$ cat config.mk
export PLATFORM = sky130hd
export DESIGN_NAME = accel_launcher
export DESIGN_NICKNAME = d
export VERILOG_FILES = /design/src/rtl/accel_launcher.sv
export SDC_FILE = /design/constraint.sdc
export NUM_CORES = 1
export LEC_CHECK = 0
export CAP_MARGIN = 40
export CORE_MARGIN = 2
export CORE_UTILIZATION = 56
export CTS_BUF_LIST = sky130_fd_sc_hd__clkbuf_2
export CTS_CLUSTER_DIAMETER = 150
export DETAILED_ROUTE_END_ITERATION = 7
export GPL_ROUTABILITY_DRIVEN = 0
export PLACE_DENSITY = 0.88
export SYNTH_ARGS = -nofsm -noshare
export SYNTH_HDL_FRONTEND = slang
export SYNTH_SLANG_ARGS = --single-unit
$ cat constraint.sdc
create_clock -name clk -period 7.5 [get_ports clk]
set_input_delay 1.5 -clock clk [delete_from_list [all_inputs] [get_ports clk]]
set_output_delay 1.5 -clock clk [all_outputs]
set_load 0.01 [all_outputs]
$ cat src/rtl/accel_launcher.sv
// Launcher stage: takes one search query, clears the state regfile, seeds the
// root entry in both regfiles, pulses is_start and times the run until finish.
module accel_launcher #(
  parameter int unsigned CLR_DEPTH = 4096,
  parameter int unsigned TIMEOUT   = 1000000
) (
  input  logic        clk,
  input  logic        rst_n,
  input  logic        q_valid_i,
  output logic        q_ready_o,
  input  logic [7:0]  q_i_i,
  input  logic [7:0]  q_z_i,
  input  logic [7:0]  q_k_i,
  input  logic [7:0]  q_l_i,
  output logic        we_state_o,
  output logic        we_InexRecur_o,
  output logic [11:0] w_addr_o,
  output logic [17:0] w_data_state_o,
  output logic [31:0] w_data_InexRecur_o,
  output logic        is_start_o,
  input  logic        finish_i,
  output logic        busy_o,
  output logic        done_valid_o,
  input  logic        done_ready_i,
  output logic [31:0] cycles_o,
  output logic        timeout_o
);

  typedef enum logic [2:0] {
    S_IDLE, S_CLEAR, S_INIT, S_START, S_RUN, S_DONE
  } state_t;

  // Field order matches the InexRecur word layout {i, z, k, l}.
  typedef struct packed {
    logic [7:0] i;
    logic [7:0] z;
    logic [7:0] k;
    logic [7:0] l;
  } query_t;

  localparam logic [11:0] CLR_LAST = 12'(CLR_DEPTH - 1);
  localparam logic [31:0] TO_VAL   = 32'(TIMEOUT);
  localparam bit          TO_EN    = (TIMEOUT != 0);
  localparam logic [17:0] ROOT_ST  = {1'b0, 5'd0, 12'hFFF};

  state_t      state_q, state_d;
  logic [31:0] cnt_q, cnt_d, cnt_inc;
  query_t      qry_q, qry_d;
  logic [31:0] cycles_q, cycles_d;
  logic        timeout_q, timeout_d;

  // One counter serves as clear address and as run timer; it never wraps.
  assign cnt_inc = (cnt_q == 32'hFFFF_FFFF) ? cnt_q : cnt_q + 32'd1;

  always_ff @(posedge clk or negedge rst_n) begin
    if (!rst_n) begin
      state_q   <= S_IDLE;
      cnt_q     <= '0;
      qry_q     <= '0;
      cycles_q  <= '0;
      timeout_q <= 1'b0;
    end else begin
      state_q   <= state_d;
      cnt_q     <= cnt_d;
      qry_q     <= qry_d;
      cycles_q  <= cycles_d;
      timeout_q <= timeout_d;
    end
  end

  always_comb begin
    state_d   = state_q;
    cnt_d     = cnt_q;
    qry_d     = qry_q;
    cycles_d  = cycles_q;
    timeout_d = timeout_q;
    unique case (state_q)
      S_IDLE: begin
        if (q_valid_i) begin
          qry_d   = '{i: q_i_i, z: q_z_i, k: q_k_i, l: q_l_i};
          cnt_d   = '0;
          state_d = S_CLEAR;
        end
      end
      S_CLEAR: begin
        cnt_d = cnt_inc;
        if (cnt_q[11:0] == CLR_LAST) state_d = S_INIT;
      end
      S_INIT:  state_d = S_START;
      S_START: begin
        cnt_d   = '0;
        state_d = S_RUN;
      end
      S_RUN: begin
        cnt_d = cnt_inc;
        // finish takes priority over a timeout landing in the same cycle
        if (finish_i) begin
          cycles_d  = cnt_inc;
          timeout_d = 1'b0;
          state_d   = S_DONE;
        end else if (TO_EN && cnt_inc == TO_VAL) begin
          cycles_d  = TO_VAL;
          timeout_d = 1'b1;
          state_d   = S_DONE;
        end
      end
      S_DONE: if (done_ready_i) state_d = S_IDLE;
      default: state_d = S_IDLE;
    endcase
  end

  // Outputs decode the state register only, so reset cuts writes off at once.
  assign q_ready_o          = (state_q == S_IDLE);
  assign busy_o             = (state_q != S_IDLE) && (state_q != S_DONE);
  assign is_start_o         = (state_q == S_START);
  assign done_valid_o       = (state_q == S_DONE);
  assign we_state_o         = (state_q == S_CLEAR) || (state_q == S_INIT);
  assign we_InexRecur_o     = we_state_o;
  assign w_addr_o           = (state_q == S_CLEAR) ? cnt_q[11:0] : 12'd0;
  assign w_data_state_o     = (state_q == S_INIT) ? ROOT_ST : 18'd0;
  assign w_data_InexRecur_o = (state_q == S_INIT) ? qry_q : 32'd0;
  assign cycles_o           = cycles_q;
  assign timeout_o          = timeout_q;

endmodule

== Word level (Yosys, flattened, before mapping) ==
Cells that the tools add are included.

* Register bits: 100
* Logic and storage cells: 49

* Add/sub/neg operators: 1
* Eq/ne operators: 13
* Mux-type cells: 16
* Reduce and logical (&&, ||, !) cells: 11

{| class="wikitable"
|+ Operator list
! operator !! number
|-
| two-way mux 32 bit || 5
|-
| case mux 32 bit (3 select lines) || 1
|-
| adder 32 x 1 -> 32 bit (second input constant) || 1
|-
| == test 32 x 20 -> 1 bit (second input constant) || 1
|-
| == test 32 bit (second input constant) || 1
|-
| two-way mux 12 bit || 2
|-
| case mux 3 bit (6 select lines) || 1
|-
| two-way mux 3 bit || 5
|-
| == test 12 bit (second input constant) || 1
|-
| == test 3 x 2 -> 1 bit (second input constant) || 2
|-
| == test 3 bit (second input constant) || 2
|-
| inequality test 3 bit (second input constant) || 2
|-
| AND reduction 2 bit || 3
|-
| nonzero test 3 bit || 2
|-
| inequality test 2 bit (second input constant) || 2
|-
| AND reduction 4 bit || 1
|-
| == test 3 x 1 -> 1 bit (second input constant) || 1
|-
| zero test 3 bit || 1
|-
| two-way mux 1 bit || 2
|-
| inequality test 2 x 1 -> 1 bit (second input constant) || 1
|-
| nonzero test 2 bit || 1
|-
| OR reduction 2 bit || 1
|-
| logical AND 1 bit || 1
|-
| logical OR 1 bit || 1
|}

== Depth between registers and ports, before layout ==
Gate-level depths: netlist of run 1.

* Depth in word-level cells: 6
* Depth in mapped cells: 14

== Worst setup path after synthesis of run 1 ==
No wires, ideal clock.

* Path kind: reg-to-reg
* Start: reg cnt_q[1]
* End: reg cycles_q[15], in the netlist cycles_o[15]
* Library setup time: 0.133 ns
* Arrival time: 3.284 ns
* Path slack: 4.083 ns
* Stages on the path, launching flop included: 13
* Clock period less this slack: 3.417 ns
* Cells stage by stage: dfrtp_1 ha_1 clkbuf_1 nand2_1 or3_1 clkbuf_1 nor3_1 o221ai_1 or4_1 or4_4 nor4_4 buf_4 o211ai_1

* Longest elaborated chain between the ends: 5
* Elaborated cells on any way between the ends: 7
* Classes of those cells: add/sub (1); eq/ne (2); mux (2); reduce/logical (2)

{| class="wikitable"
|+ RTL lines
! element !! RTL line !! RTL
|-
| start, declared || 47 || <nowiki>logic [31:0] cnt_q, cnt_d, cnt_inc;</nowiki>
|-
| start signal, assigned || 64 || <nowiki>cnt_q <= cnt_d;</nowiki>
|-
| adder 32 x 1 -> 32 bit / == test 32 bit (equally long branches) || 53 || <nowiki>assign cnt_inc = (cnt_q == 32'hFFFF_FFFF) ? cnt_q : cnt_q + 32'd1;</nowiki>
|-
| two-way mux 32 bit (*) || 53 ||
|-
| == test 32 x 20 -> 1 bit || 101 || <nowiki>end else if (TO_EN && cnt_inc == TO_VAL) begin</nowiki>
|-
| nonzero test 2 bit (no line) || -- ||
|-
| AND reduction 2 bit (no line) || -- ||
|-
| end signal, assigned || 66 || <nowiki>cycles_q <= cycles_d;</nowiki>
|-
| end, declared || 49 || <nowiki>logic [31:0] cycles_q, cycles_d;</nowiki>
|}

Mark *: on every way between the ends. The rest lies on a longest branch, timed or not.
A chain may end at the register's enable or synchronous reset.

== Final worst setup path of run 1 ==
* Start: reg state_q[0]
* End: out w_addr_o[1]

* Longest elaborated chain between the ends: 2

{| class="wikitable"
|+ RTL lines
! element !! RTL line !! RTL
|-
| start, declared || 46 || <nowiki>state_t state_q, state_d;</nowiki>
|-
| start signal, assigned || 63 || <nowiki>state_q <= state_d;</nowiki>
|-
| == test 3 x 1 -> 1 bit || 119 || <nowiki>assign w_addr_o = (state_q == S_CLEAR) ? cnt_q[11:0] : 12'd0;</nowiki>
|-
| two-way mux 12 bit || 119 ||
|-
| end, declared || 17 || <nowiki>output logic [11:0] w_addr_o,</nowiki>
|}

Every way passes these cells.

==> results of run 1 <==
## cells in the final DEF (no fill, tap or decap), types with 7 or more instances in the layout
cell type and instances:
buf_4 8, nand2b_1 27, xnor2_1 15, clkbuf_2 9
nand4_1 17, o31a_1 9, nor3_1 14, dfrtp_1 100
mux2_2 34, and2_1 48, a21oi_1 33, clkdlybuf4s50_1 130
nor2_1 44, a22oi_1 10, nor4_1 8, nand3_1 17
o21ai_0 63, nand2_1 58, inv_1 9, and3_1 7
## path summary, 6_finish.rpt
path	slack, ns	from	end
max	3.16	state_q[0]	w_addr_o[1]
min	0.54	qry_q[2]	qry_q[2]
max reg2reg	3.34	cnt_q[0]	cycles_o[15]
min reg2reg	0.54	qry_q[2]	qry_q[2]
max in group asynchronous	5.48	rst_n	cnt_q[0]
min in group asynchronous	0.80	rst_n	cnt_q[5]
## state kept, by name (all words and copies together), names as in the netlist
name       count
state_q        3
qry_q         32
cnt_q         32
timeout_o      1
cycles_o      32
## power groups by stage
stage / Combinational, W / Clock (W) / Sequential [W]
finish: 0.000401 / 0.000248 / 0.000789
detailed placement: 0.000394 / 0 / 0.000794
global route: 0.000432 / 0.000273 / 0.000807
CTS: 0.000394 / 0.000251 / 0.000783
global placement: 0.000379 / 0 / 0.000783
floorplan: 0.000292 / 0 / 0.000726
## metrics by stage
stage               instance area, um2  instances  hold WS (ns)  total power (W)
floorplan                         5970        674         0.472          0.00102
global placement                  7150        878         0.480          0.00116
detailed placement                7190        881         0.487          0.00119
CTS                               7290        897         0.536          0.00143
global route                      7290        897         0.548          0.00151
finish                            7290        897         0.536          0.00144
## cell type report
class	instances	area, um2
clock buffer	9	45.0
clock inverter	7	56.3
fill	747	3030
inverter	9	33.8
multi-input combinational	496	3090
sequential	100	2500
tap	136	170
timing repair buffer	140	1390
## cell families (layout without fill, tap and decap cells)
kind of cell             Yosys count  count (layout)  synth area share
AO/OA/AOI/OAI                    162             162             0.169
XOR/XNOR                          19              19            0.0279
adder cells (fa/ha/maj)            1               1           0.00210
buffers and inverters             78             165            0.0641
flip-flops                       100             100             0.420
multiplexers                      35              35            0.0660
other                              1               6          0.000630
AND/OR/NAND/NOR                  273             273             0.250
## per-layer routing
| layer | vias up | routed length (um) | global-route usage |
|---|---|---|---|
| met5 | - | 0 | 0 |
| met4 | 0 | 666 | 0.133 |
| met3 | 56 | 1700 | 0.0571 |
| met2 | 373 | 8010 | 0.479 |
| met1 | 2646 | 6680 | 0.397 |
| li1 | 2513 | - | - |
## critical path, cell delays in order (launching register included)
cell and delay [ns]:
dfrtp_1 0.64, nor2b_1 0.30, nor2b_1 0.53, and2_1 0.23, clkdlybuf4s50_1 0.56
==> results.md, run 1 <==
* Clock Path Buffers at 2
* Final worst slack at between 3 and 4 ns
* DRT antenna net count at 0
* Register share of total power at 0.549
* H-tree depth at 3
* RSZ-0062 raised after global routing: no
* FF-to-FF path depth at 10
* CTS root buf: clkbuf_2
* Routed via count at 5588
* Sw Share at 0.367
* Slew of the pin with the lowest slew margin at roughly 0.83 ns
* Width of the die at approximately 110 um
* Critical path arrival at approximately 2.8 ns
* # IOs at approximately 140
* WP data required at around 6.0 ns
* Comb pwr share at 0.279
* I/O Buffers at 131
* Placeable Area at 10300 um2
* Layout cell share with drive strength beyond 1 at 0.0959
* Post-CTS setup buffers at 0
* Post-synth top cells: 100 x dfrtp_1, 63 x o21ai_0, 58 x nand2_1
* Post-Syn Area at about 6000 um2
* ANT cells at 0
* Mapped Cells at between 600 and 700
* Initial cell density of the core at 0.577
* Type of the worst min-delay path: reg2reg
* Largest net degree at the start of global routing at 65
* Leak at between 2 and 3 nW
* Crit Path Max Fanout at 13
* Netlist cell types at 64
* Status: finished clean
* Final setup fails at 0
* Seq cells post-synth at 100
* CP startpoint kind: flip-flop
* Synth area leader: dfrtp_1
* CP Class: reg2out
* Dominant synthesized flop cell: dfrtp_1
* Number of synthesis warnings at 0
* Pint at 0.000910 W
* Placement Setup Slack at ~3.5 ns
* Die area at approximately 11000 um2
* Synth async-reset ratio at 1.00
* Number of synthesized flops with an enable pin at 0
* Worst slew margin at 0.443
* Clock tree sinks at 100
* Max-cap viol count at 0
* DP Wirelength at ~12 mm
* Initial DRC Count at 597
* Layout area overhead at 22.5%
* Pwr/cell area at just under 200 nW/um2
* Clk pin slew, worst setup/hold paths at approximately 0.28 ns
* First-pass GRT wire length at 27.3 mm
* Synth area leaders: dfrtp_1 42%, mux2_2 6.4%, o21ai_0 5.3%
* Final Hold Viols at 0
* # rows at 37
* Post_cts resized at 0
* Worst setup EP type: output pin
* Drt via density at roughly 6.2
* Later-pin clock latency in the skew report at approximately 0.59 ns
* Layout Nets at around 790
* Sequential fraction of the synthesis area at 0.420
* Gr usage total at 0.300
* Slew Viols, Final at 0
* Mean routed wirelength per cell at roughly 19 um
* Vias in the first global route at roughly 5.3k
* Grt total ovfl at 0
* Total CTS buffers at 9
* Drt first pass iters at 6
* TNS Setup at 0 ns
* Post-synth top area share at 0.420
* Fin util at 0.706
* Avg Cell Area, Syn at between 8 and 9 um2
* Residual DRC at 0
* CTS Hold Bufs at 0
* Max Freq at 0.230 GHz
* Initial antenna violation count at 0
* CTS tree: built
* Post-layout min period at 4.34 ns
* P_sw at 0.000528 W
* Clk pwr share at 0.172
* Routed WL at 17.1 mm
* Die height at approximately 110 um
* Final period util at 0.579
* Count leader, synth: dfrtp_1
* Max VDD drop at 122 uV
* WHS Path Cells at 1
* Setup Skew at roughly 0.043 ns
Power figures use the tool's default switching activity.
==> run 2, diff against run 1 <==
Settings changed: CORE_UTILIZATION 56 to 47, PLACE_DENSITY 0.88 to 0.79.
Clock period 7.5 ns to 3.7 ns, I/O delays scaled along.
==> results.md, run 2 (same netlist as run 1, synthesis figures left out) <==
* Status: finished clean
* Fill cells at 1133 (+52%)
* Slew Viols, Final at 0 (unchanged)
* WP data required at 4.23 ns (-1.77 ns)
* DR top layer: met4
* Type of the worst min-delay path: in2async
* Worst setup EP type: flip-flop
* Met1 WL at 6.87 mm (+2.9%)
* Cell Chain, Critical Path: nand4_1 > or4_1 > or3_1 > nand4_1 > nand4_1 > or4_4 > nor4_4 > buf_12 > o21ai_0
* Drt via density at 5.88 (-5.5%)
* Routed WL at 17.4 mm (+2.0%)
* Slew of the pin with the lowest slew margin at 0.841 ns (+0.00804 ns)
* Crit path top cell by count: nand4_1
* WP buf/inv at 1 (unchanged)
* Drt first pass iters at 8 (+2)
* Total CTS buffers at 9 (unchanged)
* Clock Path Buffers at 2 (unchanged)
* Die area at 13600 um2 (+18%)
* FF-to-FF path depth at 9 (-1)
* Final worst slack at 0.157 ns (-3.00 ns)
* Placed cells at 937 (+6.4%)
* Later-pin clock latency in the skew report at 0.65 ns (+0.06 ns)
* Non-Filler Instances at 953 (+6.2%)
* RSZ-0062 raised after global routing: no
* Max VDD drop at 223 uV (+82%)
* Width of the die at 117 um (+8.8%)
* Layout area overhead at 26.6%
* Pwr/cell area at 410 nW/um2 (+110%)
* Clock tree sinks at 100 (unchanged)
* I/O Buffers at 131 (unchanged)
* Most common cell after layout, fill and taps aside: clkdlybuf4s50_1
* Slowest cell on the critical path: or4_4
* Post-layout min period at roughly 3.5 ns
* Largest net degree at the start of global routing at 60 (-7.7%)
* Worst slew margin at 0.438 (-0.00537)
* Layout cell share with drive strength beyond 1 at 0.124 (+0.0283)
* R2r setup slk at 0.16 ns (-3.18 ns)
* Routed via count at 5608 (+0.36%)
* Reg2reg start: cnt_q[18]
* Layout Nets at 814 (+2.5%)
* Met2 WL post-DR at 7.68 mm (-4.1%)
* Placeable Area at 12500 um2 (+21%)
* CTS tree: built
* Max-cap viol count at 0 (unchanged)
* First-pass GRT wire length at 26.6 mm (-2.5%)
* Final setup fails at 0 (unchanged)
* DRT antenna net count at 0 (unchanged)
* CP Class: reg2reg
* Mean routed wirelength per cell at 18.2 um (-4.0%)
* Placement Setup Slack at 0.234 ns (-3.23 ns)
* Grt total ovfl at 0 (unchanged)
* Initial antenna violation count at 0 (unchanged)
* Crit Path Max Fanout at 34 (+21)
* CTS root buf: clkbuf_2
* Vias in the first global route at 5326 (+1.3%)
* Max Freq at approximately 0.28 GHz
* # IOs at 138 (unchanged)
* CTS Hold Bufs at 0 (unchanged)
* Met3 routed WL at 1.79 mm (+5.7%)
* TNS Setup at 0 ns (unchanged)
* Initial cell density of the core at 0.476 (-0.101)
* Leak at 3.01 nW (+4.2%)
* DP Wirelength at 12.7 mm (+2.5%)
* H-tree depth at 3 (unchanged)
* Die height at 117 um (+8.8%)
* Max incr delay on CP at 0.58 ns (-0.06 ns)
* Most frequent cells in the layout: 130 x clkdlybuf4s50_1, 98 x dfrtp_1, 63 x o21ai_0
* Gr usage total at 0.254 (-0.0457)
* Critical path arrival at 4.07 ns (+1.23 ns)
* Setup Skew at 0.0610 ns (+0.0184 ns)
* CP startpoint kind: flip-flop
* Residual DRC at 0 (unchanged)
* Cell family with most CP delay: simple AND/OR/NAND/NOR gates
* Final Hold Viols at 0 (unchanged)
* Initial DRC Count at 699 (+17%)
* Reg2reg end: cycles_o[11]
* ANT cells at 0 (unchanged)
* Final period util at 0.957
* # rows at 41 (+11%)
* Clk pin slew, worst setup/hold paths at 0.30 ns (+0.02 ns)
-- run 2: cell types whose count changed in the layout (fill, tap and decap cells not counted), sizes merged --
cell / change
clkbuf: +1
clkinvlp: -1
inv: -3
clkinv: +1
buf: +20
bufinv: +2
-- run 2: worst max path at each step --
stage	from	endpoint	slack (ns)	depth (start not counted)
floorplan	cnt_q[1]	cycles_o[15]	0.28	12
global placement	cnt_q[8]	cycles_o[15]	0.38	9
detailed placement	cnt_q[5]	cycles_o[21]	0.23	9
CTS	state_q[1]	w_addr_o[10]	0.07	4
global route	cnt_q[18]	cycles_o[21]	0.002	9
finish	cnt_q[18]	cycles_o[11]	0.16	9
-- run 2: routing by layer --
layer	track usage	vias to the layer above
li1	-	2557
met3	0.0524	81
met4	0.173	0
met5	0	-
met1	0.319	2618
met2	0.395	352
-- run 2: layout make-up --
class,count,area (um2),area share
sequential,100,2500,0.332
clock buffer,10,50.0,0.00664
multi-input combinational,496,3100,0.412
inverter,9,33.8,0.00448
clock inverter,6,86.3,0.0115
timing repair buffer,160,1550,0.205
tap,172,215,0.0285
-- run 2: per-stage QoR --
step           area (um2)  hold WS [ns]  power (W)  utilization
5_1_grt              7540         0.164    0.00326        0.602
2_1_floorplan        5970         0.444    0.00206            -
6_report             7540         0.113    0.00309        0.602
4_1_cts              7530         0.136    0.00308        0.601
3_3_place_gp         7380         0.480    0.00244        0.589
3_5_place_dp         7390         0.488    0.00248        0.591
-- run 2: repair_timing --
item | 4_1_cts | 5_1_grt
setup endpoints to repair | 0 | 13
gates resized for setup | 0 | 4
setup buffers | 0 | 0
-- run 2: power by group --
part           total [W]  switching, W  internal [W]
Combinational   0.000957      0.000489      0.000468
Sequential       0.00152      0.000181       0.00133
Clock           0.000618      0.000391      0.000227
Total            0.00309       0.00106       0.00203
